--- src/rtl/seq_mult_ctrl.sv ---
// Control FSM for a shift-add sequential multiplier: sequences load, per-bit
// add-test and shift, owns the iteration counter, start/done handshake and abort.
module seq_mult_ctrl #(
  parameter int WIDTH = 4,
  parameter int CNT_W = $clog2(WIDTH + 1)
) (
  input  logic             clk,
  input  logic             clr,
  input  logic             start,
  input  logic             abort,
  input  logic             q0,
  output logic             ld_a,
  output logic             ld_b,
  output logic             clr_p,
  output logic             add_en,
  output logic             shift,
  output logic             busy,
  output logic             done,
  output logic [CNT_W-1:0] cnt
);

  typedef enum logic [2:0] {
    S_IDLE  = 3'd0,
    S_LOAD  = 3'd1,
    S_CALC  = 3'd2,
    S_SHIFT = 3'd3,
    S_DONE  = 3'd4
  } state_e;

  state_e           state_q, state_d;
  logic [CNT_W-1:0] cnt_q, cnt_d;

  always_ff @(posedge clk or negedge clr) begin
    if (!clr) begin
      state_q <= S_IDLE;
      cnt_q   <= '0;
    end else begin
      state_q <= state_d;
      cnt_q   <= cnt_d;
    end
  end

  always_comb begin
    state_d = state_q;
    cnt_d   = cnt_q;
    ld_a    = 1'b0;
    ld_b    = 1'b0;
    clr_p   = 1'b0;
    add_en  = 1'b0;
    shift   = 1'b0;
    busy    = 1'b0;
    done    = 1'b0;

    case (state_q)
      S_IDLE: begin
        if (start) state_d = S_LOAD;
      end
      S_LOAD: begin
        ld_a    = 1'b1;
        ld_b    = 1'b1;
        clr_p   = 1'b1;
        busy    = 1'b1;
        cnt_d   = CNT_W'(WIDTH);
        state_d = S_CALC;
      end
      S_CALC: begin
        add_en  = q0;
        busy    = 1'b1;
        state_d = S_SHIFT;
      end
      S_SHIFT: begin
        shift = 1'b1;
        busy  = 1'b1;
        // Exit on cnt==1 so the decrement below can never wrap past zero.
        if (cnt_q != '0) cnt_d = cnt_q - CNT_W'(1);
        state_d = (cnt_q == CNT_W'(1)) ? S_DONE : S_CALC;
      end
      S_DONE: begin
        done    = 1'b1;
        cnt_d   = '0;
        state_d = S_IDLE;
      end
      default: begin
        state_d = S_IDLE;
        cnt_d   = '0;
      end
    endcase

    // Abort overrides every other transition, but only while working.
    if (abort && (state_q == S_LOAD || state_q == S_CALC || state_q == S_SHIFT)) begin
      state_d = S_IDLE;
      cnt_d   = '0;
    end
  end

  assign cnt = cnt_q;

endmodule

--- config.mk ---
export PLATFORM = sky130hd
export DESIGN_NAME = seq_mult_ctrl
export DESIGN_NICKNAME = d
export VERILOG_FILES = /design/src/rtl/seq_mult_ctrl.sv
export SDC_FILE = /design/constraint.sdc
export NUM_CORES = 1
export LEC_CHECK = 0
export CAP_MARGIN = 30
export CORE_AREA = 4 4 41 43
export DETAILED_ROUTE_END_ITERATION = 8
export DIE_AREA = 0 0 45 47
export SLEW_MARGIN = 5
export SYNTH_ARGS = -nofsm -noshare
export SYNTH_HDL_FRONTEND = slang
export SYNTH_SLANG_ARGS = --single-unit
--- constraint.sdc ---
create_clock -name clk -period 1.81 [get_ports clk]
set_input_delay 0.362 -clock clk [delete_from_list [all_inputs] [get_ports clk]]
set_output_delay 0.362 -clock clk [all_outputs]
set_load 0.1 [all_outputs]
==> flow_summary.rst <==
.. list-table::
   :header-rows: 1

   * - Metric
     - Value
   * - Met2 track utilization from global routing
     - 16.1%
   * - Power share of the combinational group
     - 67.3%
   * - Cell area after technology mapping
     - 400 um2
   * - Setup ws final
     - 0.105 ns
   * - Critical path class
     - reg -> out
   * - Switching fraction of total power
     - 52.3%
   * - Fraction of post-synthesis cell area in the top cell type by area
     - 37.5%
   * - Global placement routability congestion
     - 0.794
   * - Most frequent cells in the layout
     - sky130_fd_sc_hd__buf_12 (10), sky130_fd_sc_hd__inv_1 (4), sky130_fd_sc_hd__clkdlybuf4s50_1 (4), sky130_fd_sc_hd__nor2_2 (3), sky130_fd_sc_hd__clkbuf_4 (3)
   * - Congestion Overflow GR
     - 0
   * - Cell-by-cell trace of the critical path
     - nor3b_4 -> buf_12
   * - Worst setup EP type
     - output pin
   * - P_int
     - 0.540 mW
   * - DRT antenna net count
     - 0
   * - Area added between synthesis and finish
     - 74.1%
   * - Count of hold-fix buffers inserted at cts
     - 0
   * - Switching Power
     - 0.592 mW
   * - Final worst path period need
     - 1.71 ns
   * - Maximum clock path buffer count
     - 2
   * - Cells after Synth
     - 44
   * - CP required
     - 1.45 ns
   * - Dpl ws
     - 0.177 ns
   * - Maximum number of pins on one net before global-route repair
     - 11
   * - Overall power
     - 1.13 mW
   * - Number of buffers created by CTS
     - 3
   * - Root buffer selected by CTS
     - sky130_fd_sc_hd__clkbuf_4
   * - Worst slew slack as a fraction of its limit
     - 75.8%
   * - Post-Route WL
     - 844 um
   * - Total Neg Setup Slack
     - 0 ns
   * - Register clock-pin slew on the reported worst setup and hold paths
     - 0.05 ns
   * - Critical Path Source Type
     - flip-flop
   * - Total setup violations reported at the end of the flow
     - 0
   * - Num Clock Sinks
     - 6
   * - Data arrival at the endpoint of the critical path
     - 1.34 ns
   * - GRT Util Overall
     - 9.87%
   * - Cell type with the highest aggregate area in the netlist
     - sky130_fd_sc_hd__dfrtp_1
   * - Net count reported at finish
     - 68
   * - Number of top-level pins
     - 15
   * - Number of DRC violations after detailed routing
     - 0
   * - Sequential-to-total area share from yosys stat
     - 37.5%
   * - Critical path's slowest cell
     - sky130_fd_sc_hd__dfrtp_2
   * - Die Area
     - 0.00212 mm2
   * - Leading cell type in the layout, fill and taps excluded
     - sky130_fd_sc_hd__buf_12
   * - Worst hold-check path type
     - in -> async
   * - Number of warning messages in the yosys log
     - 0
   * - Least-Margin Pin Slew
     - 0.363 ns
   * - Hpwl dp
     - 697 um
   * - Core ar.
     - 0.00130 mm2
   * - Post-synthesis register bit count
     - 6
   * - Number of global-route vias before repair
     - 361
   * - Hold slack
     - 0.356 ns
   * - Mapped Avg Cell Area
     - 9.10 um2
   * - Cell count after placement
     - 70
   * - Area occupied by registers
     - 160 um2
   * - Total power divided by cell area
     - 1620 mW/mm2
   * - DR WL/cell
     - 11.4 um
   * - Fin. max-slew vios
     - 0
   * - DR iter-0 viols
     - 1
   * - Die boundary width
     - 45 um
   * - Lkg Pwr
     - 0.285 nW
   * - Starting density of the core
     - 30.8%
   * - Top fanout value on the critical path
     - 10
   * - Clock tree skew after final layout
     - 0.00522 ns
   * - Unrepaired setup endpoints after global routing
     - false
   * - Vertical die dimension
     - 47 um
   * - Detail-routed via count per cell
     - 4.85
   * - CTS tree
     - built
   * - CTS H-tree lvls
     - 1
   * - Buffers and inverters on the worst path
     - 1
   * - Length of the first detailed-routing pass in iterations
     - 2
   * - Slowest stage delay, CP
     - 0.48 ns
   * - Fin crit share
     - 94.2%
   * - Clock network fraction of total power
     - 11.9%
   * - Filler cells
     - 119
   * - Via Count
     - 359
   * - Core Rows
     - 13
   * - GRT Max-Usage Layer
     - met2
   * - Cells taking the most area after synthesis
     - sky130_fd_sc_hd__dfrtp_1 (38%), sky130_fd_sc_hd__ha_1 (9.4%), sky130_fd_sc_hd__buf_6 (5.6%), sky130_fd_sc_hd__nor2_1 (4.7%), sky130_fd_sc_hd__nor3_1 (3.8%)
   * - Clock latency of the later-clocked register in the worst-skew pair
     - 0.25 ns
   * - Final Instance Count excl. Fillers
     - 74
   * - Hold Fails Final Rpt
     - 0
   * - Crit path max-delay family
     - flip-flops
   * - Max-cap check violation count
     - 0
   * - Antenna diode count
     - 0
   * - Maximum achievable frequency
     - 586 MHz
   * - Synthesized Nets
     - 52
   * - Outcome
     - completed
   * - First-pass GRT wire length
     - 1470 um
   * - GR met1 Demand/Resource
     - 10.7%
   * - Post-synth cell types
     - 24
   * - GRT met3 Usage
     - 5.75%
   * - Area of the multi-input gates
     - 221 um2
   * - Count of port buffers added during placement
     - 14
   * - Initial antenna violation count
     - 0
   * - Layout cells sized above 1
     - 45.8%
   * - Peak supply drop
     - 898 uV
   * - Part of the total power dissipated in sequential elements
     - 20.8%
==> Yosys cell counts <==
library cell and n:
sky130_fd_sc_hd__dfrtp_1 6, sky130_fd_sc_hd__nor2_1 5, sky130_fd_sc_hd__inv_1 4, sky130_fd_sc_hd__ha_1 3, sky130_fd_sc_hd__nor3_1 3, sky130_fd_sc_hd__a31oi_1 2
sky130_fd_sc_hd__buf_4 2, sky130_fd_sc_hd__buf_6 2, sky130_fd_sc_hd__nand2_1 2, sky130_fd_sc_hd__a211oi_1 1, sky130_fd_sc_hd__a21boi_1 1, sky130_fd_sc_hd__a21oi_1 1
sky130_fd_sc_hd__and2_1 1, sky130_fd_sc_hd__clkbuf_1 1, sky130_fd_sc_hd__mux2i_1 1, sky130_fd_sc_hd__nand2_2 1, sky130_fd_sc_hd__nand2b_1 1, sky130_fd_sc_hd__nand4_1 1
sky130_fd_sc_hd__nor3b_1 1, sky130_fd_sc_hd__nor4b_1 1, sky130_fd_sc_hd__nor4bb_1 1, sky130_fd_sc_hd__o21bai_1 1, sky130_fd_sc_hd__or3_1 1, sky130_fd_sc_hd__or4_1 1
==> flip-flops by register name, indices dropped and copies added (netlist names) <==
| register | cells |
|---|---|
| cnt | 3 |
| state_q | 3 |
==> power groups by stage <==
stage,clock network [mW],logic (mW),registers (mW)
final,0.135,0.762,0.235
after global routing,0.155,0.802,0.243
after CTS,0.141,0.768,0.235
after detailed placement,0,0.767,0.236
after global placement,0,0.761,0.237
after floorplan,0,0.360,0.401
==> routing by layer <==
layer	part of all wire [%]	wire, um
met1	39	331
met2	51	428
met3	10	84
met4	0	0
met5	0	0
==> layout make-up <==
cell class / count / share of cell area [%]
Clock buffer: 4 / 3.77
Timing Repair Buffer: 16 / 36.6
Sequential cell: 6 / 23.0
Multi-Input combinational cell: 29 / 31.8
Tap cell: 15 / 2.69
Inverter: 4 / 2.15
==> path summary, 6_finish.rpt <==
| path | start | to | slack (ns) | cells after the start |
|---|---|---|---|---|
| setup / recovery | state_q[2] | ld_a | 0.10 | 2 |
| hold / removal | clr | cnt[1] | 0.36 | 1 |
| setup reg to reg | cnt[0] | cnt[0] | 0.17 | 5 |
| hold reg to reg | state_q[2] | cnt[0] | 0.59 | 1 |
| max in group asynchronous | clr | cnt[0] | 1.20 | 1 |
| min in group clk | state_q[2] | cnt[0] | 0.59 | 1 |
==> cells by family after synthesis <==
family / share of synthesized area, %
buffers and inverters: 14.1
AO/OA/AOI/OAI: 10.0
flip-flops: 37.5
multiplexers: 2.50
AND/OR/NAND/NOR: 26.6
adder cells (fa/ha/maj): 9.38
==> per-stage QoR <==
step | util (%) | instance area [um2]
floorplan | - | 460
global placement | 51.2 | 667
detailed placement | 51.2 | 667
CTS | 53.3 | 693
global route | 53.6 | 697
finish | 53.6 | 697
==> timing repair <==
item                                    4_1_cts  5_1_grt
buffers inserted                              0        0
gates resized for setup                       0        2
endpoints found under the setup margin        0        4
No activity file was read; power rests on OpenSTA's default activity.
